--- config.mk ---
export PLATFORM = sky130hd
export DESIGN_NAME = ahb_bram_ctrl_flat
export DESIGN_NICKNAME = d
export VERILOG_FILES = /design/src/rtl/ahb_bram_pkg.sv /design/src/rtl/ahb_bram_if.sv /design/src/rtl/ahb_bram_wbuf.sv /design/src/rtl/ahb_bram_ctrl.sv /design/src/flat_wrapper.sv
export SDC_FILE = /design/constraint.sdc
export NUM_CORES = 1
export LEC_CHECK = 0
export CAP_MARGIN = 15
export CORE_MARGIN = 4
export CORE_UTILIZATION = 36
export CTS_BUF_LIST = sky130_fd_sc_hd__clkbuf_8 sky130_fd_sc_hd__clkbuf_16
export CTS_CLUSTER_DIAMETER = 200
export DETAILED_ROUTE_END_ITERATION = 8
export PLACE_DENSITY = 0.76
export SETUP_SLACK_MARGIN = 0.4
export SLEW_MARGIN = 20
export SYNTH_ARGS = -nofsm -noshare
export SYNTH_HDL_FRONTEND = slang
export SYNTH_HIERARCHICAL = 1
export SYNTH_SLANG_ARGS = --single-unit
--- constraint.sdc ---
create_clock -name HCLK -period 4.38 [get_ports HCLK]
set_input_delay 1.314 -clock HCLK [delete_from_list [all_inputs] [get_ports HCLK]]
set_output_delay 1.314 -clock HCLK [all_outputs]
set_load 0.01 [all_outputs]
--- src/rtl/ahb_bram_pkg.sv ---
// Shared AHB-Lite codes and byte-strobe helpers for the AHB block-RAM controller.
package ahb_bram_pkg;

  localparam logic [1:0] HTRANS_IDLE   = 2'b00;
  localparam logic [1:0] HTRANS_BUSY   = 2'b01;
  localparam logic [1:0] HTRANS_NONSEQ = 2'b10;
  localparam logic [1:0] HTRANS_SEQ    = 2'b11;

  localparam logic [2:0] HSIZE_BYTE = 3'b000;
  localparam logic [2:0] HSIZE_HALF = 3'b001;
  localparam logic [2:0] HSIZE_WORD = 3'b010;

  typedef enum logic [1:0] {ERR_IDLE, ERR_STALL, ERR_RESP} err_state_e;

  // Sizes above a word fall through to a full-word strobe.
  function automatic logic [3:0] strb_gen(input logic [2:0] size, input logic [1:0] addr);
    case (size)
      HSIZE_BYTE: strb_gen = 4'b0001 << addr;
      HSIZE_HALF: strb_gen = 4'b0011 << {addr[1], 1'b0};
      default:    strb_gen = 4'b1111;
    endcase
  endfunction

  function automatic logic misaligned(input logic [2:0] size, input logic [1:0] addr);
    misaligned = ((size == HSIZE_HALF) && addr[0]) ||
                 ((size == HSIZE_WORD) && (addr != 2'b00));
  endfunction

endpackage

--- src/rtl/ahb_bram_if.sv ---
// AHB-Lite bus bundle between a master and the block-RAM controller.
interface ahb_bram_if;
  logic        HSEL;
  logic [31:0] HADDR;
  logic [1:0]  HTRANS;
  logic        HWRITE;
  logic [2:0]  HSIZE;
  logic [31:0] HWDATA;
  logic        HREADY;
  logic        HREADYOUT;
  logic        HRESP;
  logic [31:0] HRDATA;

  modport slave (
    input  HSEL, HADDR, HTRANS, HWRITE, HSIZE, HWDATA, HREADY,
    output HREADYOUT, HRESP, HRDATA
  );

  modport master (
    output HSEL, HADDR, HTRANS, HWRITE, HSIZE, HWDATA, HREADY,
    input  HREADYOUT, HRESP, HRDATA
  );
endinterface

--- src/rtl/ahb_bram_wbuf.sv ---
// One-entry write buffer: direct writes, deferred commits and read-data forwarding.
module ahb_bram_wbuf #(
  parameter int ADDR_WIDTH = 14
) (
  input  logic                  i_clk,
  input  logic                  i_rst,
  input  logic                  i_wr_vld_p1,
  input  logic                  i_rd_vld_p1,
  input  logic                  i_rd_acc,
  input  logic [ADDR_WIDTH-1:0] i_addr_p1,
  input  logic [3:0]            i_strb_p1,
  input  logic [31:0]           i_wdata,
  input  logic [31:0]           i_bram_rdata,
  output logic                  o_wr_act,
  output logic [ADDR_WIDTH-1:0] o_wr_addr,
  output logic [3:0]            o_we,
  output logic [31:0]           o_wdata,
  output logic [31:0]           o_rdata
);

  logic                  r_buf_valid;
  logic [ADDR_WIDTH-1:0] r_buf_addr;
  logic [3:0]            r_buf_strb;
  logic [31:0]           r_buf_data;
  logic                  w_load, w_direct, w_commit, w_hit;

  // A read address phase owns the RAM port, so a coinciding write data phase parks here.
  assign w_load   = i_wr_vld_p1 && i_rd_acc;
  assign w_direct = i_wr_vld_p1 && !i_rd_acc;
  assign w_commit = r_buf_valid && !i_rd_acc;

  always_ff @(posedge i_clk or posedge i_rst) begin
    if (i_rst)         r_buf_valid <= 1'b0;
    else if (w_load)   r_buf_valid <= 1'b1;
    else if (w_commit) r_buf_valid <= 1'b0;
  end

  always_ff @(posedge i_clk) begin
    if (w_load) begin
      r_buf_addr <= i_addr_p1;
      r_buf_strb <= i_strb_p1;
      r_buf_data <= i_wdata;
    end
  end

  assign o_wr_act  = w_commit || w_direct;
  assign o_wr_addr = w_commit ? r_buf_addr : i_addr_p1;
  assign o_wdata   = w_commit ? r_buf_data : i_wdata;
  assign o_we      = w_commit ? r_buf_strb : (w_direct ? i_strb_p1 : 4'b0000);

  // The RAM has not seen the buffered bytes yet, so overlay them on a matching read.
  assign w_hit = i_rd_vld_p1 && r_buf_valid && (r_buf_addr == i_addr_p1);

  always_comb begin
    o_rdata = i_bram_rdata;
    for (int i = 0; i < 4; i++) begin
      if (w_hit && r_buf_strb[i]) o_rdata[8*i +: 8] = r_buf_data[8*i +: 8];
    end
  end

endmodule

--- src/rtl/ahb_bram_ctrl.sv ---
// AHB-Lite slave for a registered 32-bit block RAM, zero wait states.
// Define AHB_BRAM_ERR_EN to answer misaligned or oversized transfers with a two-cycle ERROR.
module ahb_bram_ctrl
  import ahb_bram_pkg::*;
#(
  parameter int ADDR_WIDTH = 14
) (
  input  logic                  HCLK,
  input  logic                  HRESET,
  ahb_bram_if.slave             ahb,
  output logic [ADDR_WIDTH-1:0] bram_addr,
  output logic [31:0]           bram_wdata,
  output logic [3:0]            bram_we,
  input  logic [31:0]           bram_rdata
);

  logic                  w_acc, w_err, w_acc_ok, w_rd_acc;
  logic [ADDR_WIDTH-1:0] w_haddr_w;
  logic                  r_rd_vld_p1, r_wr_vld_p1;
  logic [ADDR_WIDTH-1:0] r_addr_p1;
  logic [3:0]            r_strb_p1;
  logic                  w_wr_act;
  logic [ADDR_WIDTH-1:0] w_wr_addr;
  logic                  w_unused;

  assign w_acc     = ahb.HSEL && ahb.HREADY && !(ahb.HTRANS inside {HTRANS_IDLE, HTRANS_BUSY});
  assign w_haddr_w = ahb.HADDR[ADDR_WIDTH+1:2];
  assign w_unused  = ^ahb.HADDR[31:ADDR_WIDTH+2];

`ifdef AHB_BRAM_ERR_EN
  err_state_e r_err_st, w_err_nxt;

  assign w_err = w_acc && ((ahb.HSIZE > HSIZE_WORD) || misaligned(ahb.HSIZE, ahb.HADDR[1:0]));

  always_ff @(posedge HCLK or posedge HRESET) begin
    if (HRESET) r_err_st <= ERR_IDLE;
    else        r_err_st <= w_err_nxt;
  end

  always_comb begin
    w_err_nxt     = r_err_st;
    ahb.HREADYOUT = 1'b1;
    ahb.HRESP     = 1'b0;
    case (r_err_st)
      ERR_IDLE:  if (w_err) w_err_nxt = ERR_STALL;
      ERR_STALL: begin
        ahb.HREADYOUT = 1'b0;
        ahb.HRESP     = 1'b1;
        w_err_nxt     = ERR_RESP;
      end
      ERR_RESP: begin
        ahb.HRESP = 1'b1;
        w_err_nxt = w_err ? ERR_STALL : ERR_IDLE;
      end
      default:   w_err_nxt = ERR_IDLE;
    endcase
  end
`else
  assign w_err         = 1'b0;
  assign ahb.HREADYOUT = 1'b1;
  assign ahb.HRESP     = 1'b0;
`endif

  assign w_acc_ok = w_acc && !w_err;
  assign w_rd_acc = w_acc_ok && !ahb.HWRITE;

  // Address phase -> data phase
  always_ff @(posedge HCLK or posedge HRESET) begin
    if (HRESET) begin
      r_rd_vld_p1 <= 1'b0;
      r_wr_vld_p1 <= 1'b0;
    end else begin
      r_rd_vld_p1 <= w_rd_acc;
      r_wr_vld_p1 <= w_acc_ok && ahb.HWRITE;
    end
  end

  always_ff @(posedge HCLK) begin
    if (w_acc_ok) begin
      r_addr_p1 <= w_haddr_w;
      r_strb_p1 <= strb_gen(ahb.HSIZE, ahb.HADDR[1:0]);
    end
  end

  ahb_bram_wbuf #(.ADDR_WIDTH(ADDR_WIDTH)) u_wbuf (
    .i_clk        (HCLK),
    .i_rst        (HRESET),
    .i_wr_vld_p1  (r_wr_vld_p1),
    .i_rd_vld_p1  (r_rd_vld_p1),
    .i_rd_acc     (w_rd_acc),
    .i_addr_p1    (r_addr_p1),
    .i_strb_p1    (r_strb_p1),
    .i_wdata      (ahb.HWDATA),
    .i_bram_rdata (bram_rdata),
    .o_wr_act     (w_wr_act),
    .o_wr_addr    (w_wr_addr),
    .o_we         (bram_we),
    .o_wdata      (bram_wdata),
    .o_rdata      (ahb.HRDATA)
  );

  assign bram_addr = w_rd_acc ? w_haddr_w : (w_wr_act ? w_wr_addr : w_haddr_w);

endmodule

--- src/flat_wrapper.sv ---
// flat-port wrapper written by rule: the top's interface ports become plain ports
module ahb_bram_ctrl_flat import ahb_bram_pkg::*;
#(
  parameter int ADDR_WIDTH = 14
)
  (HCLK, HRESET, bram_addr, bram_wdata, bram_we, bram_rdata, ahb_HSEL, ahb_HADDR, ahb_HTRANS, ahb_HWRITE, ahb_HSIZE, ahb_HWDATA, ahb_HREADY, ahb_HREADYOUT, ahb_HRESP, ahb_HRDATA);
  ahb_bram_if ahb_i ();
  input  logic HCLK;
  input  logic HRESET;
  output logic [ADDR_WIDTH-1:0] bram_addr;
  output logic [31:0] bram_wdata;
  output logic [3:0] bram_we;
  input  logic [31:0] bram_rdata;
  input wire logic [$bits(ahb_i.HSEL)-1:0] ahb_HSEL;
  input wire logic [$bits(ahb_i.HADDR)-1:0] ahb_HADDR;
  input wire logic [$bits(ahb_i.HTRANS)-1:0] ahb_HTRANS;
  input wire logic [$bits(ahb_i.HWRITE)-1:0] ahb_HWRITE;
  input wire logic [$bits(ahb_i.HSIZE)-1:0] ahb_HSIZE;
  input wire logic [$bits(ahb_i.HWDATA)-1:0] ahb_HWDATA;
  input wire logic [$bits(ahb_i.HREADY)-1:0] ahb_HREADY;
  output wire logic [$bits(ahb_i.HREADYOUT)-1:0] ahb_HREADYOUT;
  output wire logic [$bits(ahb_i.HRESP)-1:0] ahb_HRESP;
  output wire logic [$bits(ahb_i.HRDATA)-1:0] ahb_HRDATA;
  assign ahb_i.HSEL = ahb_HSEL;
  assign ahb_i.HADDR = ahb_HADDR;
  assign ahb_i.HTRANS = ahb_HTRANS;
  assign ahb_i.HWRITE = ahb_HWRITE;
  assign ahb_i.HSIZE = ahb_HSIZE;
  assign ahb_i.HWDATA = ahb_HWDATA;
  assign ahb_i.HREADY = ahb_HREADY;
  assign ahb_HREADYOUT = ahb_i.HREADYOUT;
  assign ahb_HRESP = ahb_i.HRESP;
  assign ahb_HRDATA = ahb_i.HRDATA;
  ahb_bram_ctrl #(.ADDR_WIDTH(ADDR_WIDTH)) u_core (.HCLK(HCLK), .HRESET(HRESET), .ahb(ahb_i), .bram_addr(bram_addr), .bram_wdata(bram_wdata), .bram_we(bram_we), .bram_rdata(bram_rdata));
endmodule
# After elaboration in Yosys (flattened, before gate mapping)

Cells that the tools add are included.

Flip-flop bits (word level): 71
Bits of input ports: 106
Output and inout bits: 84
Word-level logic and storage cells: 47

Equal/unequal tests: 3
Shifts and indexed selects: 2
Mux-type cells: 13
Reductions and logical operators: 21

Operators with widths:

| kind                                                                  | number |
|---|---|
| 14-bit 2-to-1 mux                                                     | 3 |
| 32-bit 2-to-1 mux                                                     | 1 |
| 8-bit 2-to-1 mux                                                      | 4 |
| 14-bit equality test                                                  | 1 |
| 1-bit logical AND                                                     | 13 |
| 4-bit 2-to-1 mux                                                      | 2 |
| 4-bit case mux with 2 select lines                                    | 1 |
| 2-bit nonzero test                                                    | 2 |
| 1-bit by 2-bit left shift with 4-bit output, first input constant     | 1 |
| 2-bit by 2-bit left shift with 4-bit output, first input constant     | 1 |
| 3-bit by 1-bit equality test with 1-bit output, second input constant | 1 |
| 1-bit zero test                                                       | 3 |
| 3-bit zero test                                                       | 1 |
| 2-bit by 1-bit equality test with 1-bit output, second input constant | 1 |
| 2-bit zero test                                                       | 1 |
| 1-bit 2-to-1 mux                                                      | 2 |
| 1-bit logical OR                                                      | 1 |

# Depth between registers and ports, before layout

Gate-level depths: netlist of the first run.

Depth in word-level cells: 10
Depth in mapped cells: 7

# Hierarchy

The synthesis of the first run kept the hierarchy.

By module, submodules not included:

| module        | instances | cells an instance | area an instance (sq um) | seq. area each (sq um) |
|---|---|---|---|---|
| ahb_bram_wbuf | 1         | 175               | 2,825.2                  | 1,526.5 |
| ahb_bram_ctrl | 1         | 53                | 909.6                    | 590.6 |

# Worst setup path before layout of the first run

OpenSTA, ideal clock, no wires.

Path kind: input port to output port
From: input port ahb_HTRANS[1]
To: output port bram_addr[0]
Arrival: 3,029 ps
Slack: 37 ps
Stages: 7
Path buffers: 2
Path through: nand3_2 > nor2_1 > or2b_1 > clkbuf_1 > buf_2 > mux2_2 > mux2_2

Longest elaborated chain between the ends: 10
Elaborated cells between the ends (all ways): 13
Those cells by class: eq/ne: 1; mux: 3; reduce/logical: 9

Ends and longest elaborated chain:

| what                                                                              | line                 | source |
|---|---|---|
| start: declaration                                                                | flat_wrapper.sv:16   | `input wire logic [$bits(ahb_i.HTRANS)-1:0] ahb_HTRANS;` |
| 2-bit by 1-bit equality test with 1-bit output or 2-bit zero test (tied branches) | ahb_bram_ctrl.sv:26  | `assign w_acc = ahb.HSEL && ahb.HREADY && !(ahb.HTRANS inside {HTRANS_IDLE, HTRANS_BUSY});` |
| 2-bit nonzero test *                                                              | ahb_bram_ctrl.sv:26  |  |
| 1-bit zero test *                                                                 | ahb_bram_ctrl.sv:26  |  |
| 1-bit logical AND *                                                               | ahb_bram_ctrl.sv:26  |  |
| 1-bit logical AND *                                                               | ahb_bram_ctrl.sv:65  | `assign w_rd_acc = w_acc_ok && !ahb.HWRITE;` |
| named net u_core.w_rd_acc                                                         | ahb_bram_ctrl.sv:17  | `logic w_acc, w_err, w_acc_ok, w_rd_acc;` |
| 1-bit zero test *                                                                 | ahb_bram_wbuf.sv:30  | `assign w_commit = r_buf_valid && !i_rd_acc;` |
| 1-bit logical AND *                                                               | ahb_bram_wbuf.sv:30  |  |
| 14-bit 2-to-1 mux *                                                               | ahb_bram_wbuf.sv:47  | `assign o_wr_addr = w_commit ? r_buf_addr : i_addr_p1;` |
| named net u_core.w_wr_addr[0]                                                     | ahb_bram_ctrl.sv:23  | `logic [ADDR_WIDTH-1:0] w_wr_addr;` |
| 14-bit 2-to-1 mux * (2 in a row)                                                  | ahb_bram_ctrl.sv:102 | `assign bram_addr = w_rd_acc ? w_haddr_w : (w_wr_act ? w_wr_addr : w_haddr_w);` |
| end: declaration                                                                  | flat_wrapper.sv:10   | `output logic [ADDR_WIDTH-1:0] bram_addr;` |

The timed path passes the listed nets; every way through them passes the cells marked *.

# Worst setup path after layout of the first run

From: input port ahb_HSEL
To: output port bram_addr[11]

Longest elaborated chain between the ends: 8
Elaborated cells between the ends (all ways): 10
Those cells by class: mux: 3; reduce/logical: 7

Ends and longest elaborated chain:

| what                           | line                 | source |
|---|---|---|
| start: declaration             | flat_wrapper.sv:14   | `input wire logic [$bits(ahb_i.HSEL)-1:0] ahb_HSEL;` |
| 1-bit logical AND (2 in a row) | ahb_bram_ctrl.sv:26  |  |
| 1-bit logical AND              | ahb_bram_ctrl.sv:65  |  |
| named net u_core.w_rd_acc      | ahb_bram_ctrl.sv:17  |  |
| 1-bit zero test                | ahb_bram_wbuf.sv:30  |  |
| 1-bit logical AND              | ahb_bram_wbuf.sv:30  |  |
| 14-bit 2-to-1 mux              | ahb_bram_wbuf.sv:47  |  |
| named net u_core.w_wr_addr[11] | ahb_bram_ctrl.sv:23  |  |
| 14-bit 2-to-1 mux (2 in a row) | ahb_bram_ctrl.sv:102 |  |

The timed path passes the listed nets, and every way through them passes these cells.

==> results of run 1 <==
worst max-delay path, cell delays in order:
cell and delay [ps]:
buf_6 90, nand3_4 80, nor2_4 40, or2b_4 280, buf_12 140, buf_16 130
mux2_4 290, mux2_4 270, buf_6 120
cells in the final DEF, fill, tap and decap left out, types with 3 or more instances in the layout:
cell type	netlist	layout
dfrtp_1	3	3
nor2_1	9	8
edfxtp_1	68	68
a22oi_1	4	4
xor2_1	14	14
buf_2	4	23
inv_6	0	4
clkdlybuf4s50_1	0	120
buf_6	0	28
buf_4	2	9
o21ai_0	4	4
buf_16	0	3
mux2_2	82	75
buf_12	1	7
nor4_4	3	3
inv_1	4	4
nand4_4	4	4
nor4b_2	0	4
mux2_4	10	17
clkbuf_8	0	9
layer usage:
metal | global-route usage [%] | part of all wire (%)
met5 | 0 | 0
met4 | 5.61 | 1.8
met3 | 3.58 | 7.4
met2 | 28.6 | 52
met1 | 18.5 | 39
through the flow:
step | area, um2 | util, % | std cells | setup slack [ps]
5_1_grt | 6140 | 61.7 | 563 | 268
3_3_place_gp | 5680 | 57.1 | 533 | -340
6_report | 6140 | 61.7 | 563 | 300
3_5_place_dp | 5680 | 57.1 | 533 | -356
2_1_floorplan | 3760 | - | 228 | 401
4_1_cts | 5950 | 59.7 | 559 | 301
sequential cells by signal, summed over array words and instances, names as in the netlist:
signal,cells
u_core/u_wbuf/r_buf_data,32
u_core/r_addr_p1,14
u_core/u_wbuf/r_buf_addr,14
u_core/r_strb_p1,4
u_core/u_wbuf/r_buf_strb,4
u_core/r_rd_vld_p1,1
u_core/r_wr_vld_p1,1
u_core/u_wbuf/r_buf_valid,1
worst paths after layout:
| path | from | end | slack (ps) | depth (start not counted) |
|---|---|---|---|---|
| worst max-delay path | ahb_HSEL | bram_addr[11] | 300 | 9 |
| worst min-delay path | u_core/r_strb_p1[1] | u_core/u_wbuf/r_buf_strb[1] | 460 | 0 |
| worst max register to register | u_core/r_wr_vld_p1 | u_core/u_wbuf/r_buf_data[30] | 2850 | 2 |
| worst min register to register | u_core/r_strb_p1[1] | u_core/u_wbuf/r_buf_strb[1] | 460 | 0 |
| max in group asynchronous | HRESET | u_core/r_wr_vld_p1 | 3120 | 2 |
| min in group asynchronous | HRESET | u_core/u_wbuf/r_buf_valid | 1130 | 2 |
report_power, final:
group	leakage (uW)	switching [uW]	total, uW	internal, uW
sequential	0.000668	6.55	759	753
clock	0.000111	272	601	329
combinational	0.00163	90.7	266	176
total	0.00241	369	1630	1260
cell families (layout without fill, tap and decap cells):
| family | Yosys count | count (layout) |
|---|---|---|
| mux | 92 | 92 |
| buf+inv | 12 | 214 |
| other cells | 2 | 2 |
| compound gates | 9 | 9 |
| simple gates | 28 | 28 |
| xor+xnor | 14 | 14 |
| flops | 71 | 71 |
layout make-up:
cell class / count / area, um2 / area share [%]
inverter: 4 / 15.0 / 0.245
multi-input combinational: 145 / 1620 / 26.3
clock buffer: 9 / 124 / 2.02
tap: 133 / 166 / 2.71
sequential: 71 / 2120 / 34.5
clock inverter: 7 / 103 / 1.67
timing repair buffer: 194 / 2000 / 32.5
timing repair:
item / 4_1_cts / 5_1_grt
gates resized for setup: 219 / 26
endpoints found under the setup margin: 82 / 43
cloned: 3 / 2
buffers inserted: 7 / 2
pin swaps: 5 / 2
hold buffers: 0 / 0
==> impl_metrics.tcl, run 1 <==
set metrics [dict create \
    outcome "finished, final reports clean" \
    muxShareOfSynthArea_pct 28.7 \
    drive_above_1_share_pct 46.0 \
    htreeDepth 3 \
    power_uw 1630 \
    synth-edff-count 68 \
    cp.arrival_ps 2770 \
    grt_first_pass_wirelength_um 14600 \
    min_period_ps 4080 \
    antenna_left 0 \
    finalWirelength_um 10200 \
    yosys.area_share.simple_pct 7.34 \
    max_freq_mhz 245 \
    rsz0062_at_grt "true" \
    port_buffers 170 \
    first_pass_iters 4 \
    die_y_um 110 \
    worst_pin_slew_ps 787 \
    fin_tns_setup_ps 0 \
    synth_xor_area_share_pct 3.28 \
    grt_usage_pct 15.9 \
    rows 36 \
    yosysTopAreaCellShare_pct 54.7 \
    yosys.area.top_type "edfxtp_1" \
    cts_buffer_depth 2 \
    fin_skew_ps 7.89 \
    synthAdderAreaFrac_pct 0 \
    grt_max_degree 29 \
    synth_top_family_by_area "multiplexers" \
    synth_compound_area_share_pct 1.78 \
    endpoint_kind "primary output" \
    die-area_um2 12100 \
    area_delta_synth_final_pct 64.3 \
    slew_viol_final 0 \
    synth_area_um2 3730 \
    drcViolationCount 0 \
    cts_buffers 9 \
    cts_tree "done" \
    fill_cells 793 \
    drtIter0Drc 99 \
    critPathRequiredTime_ps 3070 \
    die_width_um 110 \
    relSlewSlack_pct 47.5 \
    hold_viol 0 \
    ys_seq_elements 71 \
    maxCapViolCount 0 \
    ys.flop_type "edfxtp_1" \
    cts_num_sinks 71 \
    min_path_type "reg2reg" \
    ios 190 \
    finalCritPeriodShare_pct 93.1 \
    yosys-top-cells-count "mux2_2, edfxtp_1, xor2_1" \
    via_per_inst 4.79 \
    synth_most_common_cell "mux2_2" \
    clkSlewWorstSetupHoldPaths_ps 80 \
    nNetsFinal 531 \
    yosysWarnings 6 \
    leakage_uw 0.00241 \
    hold_slack_ps 457 \
    core_area_um2 9950 \
    avgSynthCellArea_um2 16.4 \
    syn_inst 228 \
    yosysUniqueCellTypes 24 \
    vias 2699 \
    startpoint_type "primary input" \
    power.density_nw_per_um2 265 \
    seq_area_frac_synth_pct 56.7 \
    routabilityCongestion 0.736 \
    hpwlAfterDp_um 7030 \
    vdd_drop_max_v 0.000149 \
    antennaDiodeCount 0 \
    synth_nets 334 \
    setup_viol 0 \
    synth_area_leaders "edfxtp_1, mux2_2, mux2_4, xor2_1, nand4_4" \
    grt_overflow_total 0 \
    clk-insertion-delay-late_ps 340 \
    grt_pass1_vias 2810 \
    wl_per_cell_um 18.0 \
    initial_core_util_pct 37.5 \
    crit_type "in2out" \
    postSynth.asyncResetShare_pct 4.23 \
    cts_root_buffer "clkbuf_8" \
    worst-path-max-fanout 7 \
    antenna_found_initial 0 \
]
No activity file was read; power rests on OpenSTA's default activity.
==> inputs of run 2 (changes only) <==
- HOLD_SLACK_MARGIN: default -> 0.1
- PLACE_DENSITY: 0.76 -> 0.77
- SYNTH_HIERARCHICAL: 1 -> default
==> run 2 against run 1 <==
  * Non-clock buffer count is 7 lower
  * Die area is 3.0% lower
  * Clock skew is 7.5 ps higher
  * Flip-flop and latch count stayed put
  * Core utilization is 1.1 points lower
  * Final area is 3.5% lower
  * Critical path type unchanged
==> impl_metrics.tcl, run 2 <==
set metrics [dict create \
    power.density_nw_per_um2 267 \
    first_pass_iters 4 \
    worst-path-max-fanout 7 \
    initial_core_util_pct 37.0 \
    die-area_um2 11700 \
    synth_top_family_by_area "multiplexers" \
    grt_overflow_total 0 \
    synthAdderAreaFrac_pct 0 \
    wl_per_cell_um 17.9 \
    max_freq_mhz 252 \
    hpwlAfterDp_um 7140 \
    cp.arrival_ps 2660 \
    nNetsFinal 535 \
    vias 2748 \
    setup_viol 0 \
    antenna_found_initial 0 \
    worst_pin_slew_ps 922 \
    clkSlewWorstSetupHoldPaths_ps 70 \
    synth-edff-count 68 \
    synth_area_um2 3610 \
    cts_buffers 9 \
    antenna_left 0 \
    fin_skew_ps 15.4 \
    rows 36 \
    yosys.area.top_type "edfxtp_1" \
    antennaDiodeCount 0 \
    ys_seq_elements 71 \
    seq_area_frac_synth_pct 58.6 \
    grt_first_pass_wirelength_um 14900 \
    stdcell_area_um2 5920 \
    yosys-top-cells-count "edfxtp_1, mux2_2, nor2_1" \
    synth_compound_area_share_pct 3.32 \
    leakage_uw 0.00227 \
    dpl_cell_area_um2 5540 \
    largestRegisters "u_core.u_wbuf.r_buf_data x32, u_core.r_addr_p1 x14, u_core.u_wbuf.r_buf_addr x14" \
    grt_usage_pct 16.5 \
    synth_nets 348 \
    yosys.area_share.simple_pct 8.97 \
    min-delay-start "u_core.r_strb_p1[0]" \
    muxShareOfSynthArea_pct 23.8 \
    reg2reg_from "u_core.r_wr_vld_p1" \
    avgSynthCellArea_um2 14.9 \
    critPathRequiredTime_ps 3070 \
    ys.flop_type "edfxtp_1" \
    cts_tree "done" \
    core_area_um2 9770 \
    largest-register "u_core.u_wbuf.r_buf_data" \
    finalCritPeriodShare_pct 90.7 \
    cts_buffer_depth 2 \
    hold_viol 0 \
    ios 190 \
    outcome "finished, final reports clean" \
    final_cell_mix "clkdlybuf4s50_1, edfxtp_1, mux2_2" \
    port_buffers 170 \
    mostFrequentLayoutCell "clkdlybuf4s50_1" \
    synth_area_leaders "edfxtp_1, mux2_2, mux2i_1, xor2_1, nand4_4" \
    rsz0062_at_grt "true" \
    slew_viol_final 0 \
    hold_slack_ps 469 \
    yosysUniqueCellTypes 25 \
    drtIter0Drc 137 \
    min_path_type "reg2reg" \
    routabilityCongestion 0.721 \
    instances_no_fill 567 \
    endpoint_kind "primary output" \
    cts_num_sinks 71 \
    area_delta_synth_final_pct 63.8 \
    synth_most_common_cell "edfxtp_1" \
    vdd_drop_max_v 0.000169 \
    yosysTopAreaCellShare_pct 56.5 \
    synth_xor_area_share_pct 3.39 \
    postSynth.asyncResetShare_pct 4.23 \
    yosysWarnings 0 \
    syn_inst 242 \
    min_period_ps 3970 \
    relSlewSlack_pct 38.6 \
    die_y_um 108 \
    clk-insertion-delay-late_ps 340 \
    via_per_inst 4.85 \
    cts_root_buffer "clkbuf_8" \
    drcViolationCount 0 \
    grt_max_degree 27 \
    htreeDepth 3 \
    maxCapViolCount 0 \
    critPathLaunch "ahb_HWRITE" \
    drive_above_1_share_pct 33.6 \
    startpoint_type "primary input" \
    place_inst 541 \
    largest_register_ff_count 32 \
    finalWirelength_um 10200 \
    die_width_um 108 \
    grt_pass1_vias 2908 \
    crit_type "in2out" \
]
[run 2: cell types whose count changed after synthesis, moves of 2 or more]
cell and delta:
inv_1 -2, nor2_1 +13, mux2_4 -10, a21oi_1 +14, mux2i_1 +14, mux2_2 -19, clkbuf_1 +2
[run 2: layout make-up]
class                   count  area, um2
clock buffers               9        124
well taps                 133        166
fillers                   807       3850
flip-flops and latches     71       2120
inverters                   2       7.51
multi-input cells         158       1550
clock inverters             7       88.8
repair buffers            187       1870
[run 2: worst paths after layout]
kind                       depth (start not counted)                     endpoint  slack [ps]
min in group asynchronous                          2    u_core.u_wbuf.r_buf_valid        1160
hold / removal                                     0  u_core.u_wbuf.r_buf_strb[0]         470
setup reg to reg                                   2  u_core.u_wbuf.r_buf_addr[4]        2840
setup / recovery                                   7               bram_wdata[29]         410
max in group asynchronous                          2           u_core.r_rd_vld_p1        3070
hold reg to reg                                    0  u_core.u_wbuf.r_buf_strb[0]         470
[run 2: per-layer routing]
layer  track usage, %  vias to the layer above  wire [um]
li1                 -                     1292          -
met1             18.9                     1347       4090
met5                0                        -          0
met3             4.78                        4        753
met2             30.2                      105       5270
met4             4.06                        0         47
[run 2: through the flow]
step | setup slack [ps] | total power (uW) | TNS [ps] | util [%]
finish | 409 | 1580 | 0 | 60.6
global route | 358 | 1640 | 0 | 60.6
CTS | 384 | 1600 | 0 | 60.6
detailed placement | -282 | 1030 | -9270 | 56.6
global placement | -260 | 1030 | -8080 | 56.6
floorplan | 482 | 857 | 0 | -
[run 2: logic make-up (layout without fill, tap and decap cells)]
kind of cell    after synthesis  after routing
flops                        71             71
buf+inv                      13            205
other cells                   2              2
mux                          78             78
xor+xnor                     14             14
simple gates                 42             42
compound gates               22             22
[run 2: critical path: stages]
cell      delay (ps)
buf_6             90
and4b_2          320
nand2b_4         210
buf_12           150
buf_12           130
mux2_4           310
buf_6            120
[run 2: power breakdown]
part | switching, uW | total (uW) | internal (uW) | leakage [uW]
Sequential | 6.98 | 760 | 753 | 0.000668
Combinational | 92.0 | 256 | 164 | 0.00150
Clock | 251 | 567 | 317 | 0.000106
Total | 350 | 1580 | 1230 | 0.00227
[run 2: what timing repair did]
item	in CTS	in global routing
setup endpoints to repair	82	40
hold buffers	0	0
resized for setup	199	6
cloned	1	0
pin swaps	4	0
buffers inserted	8	1
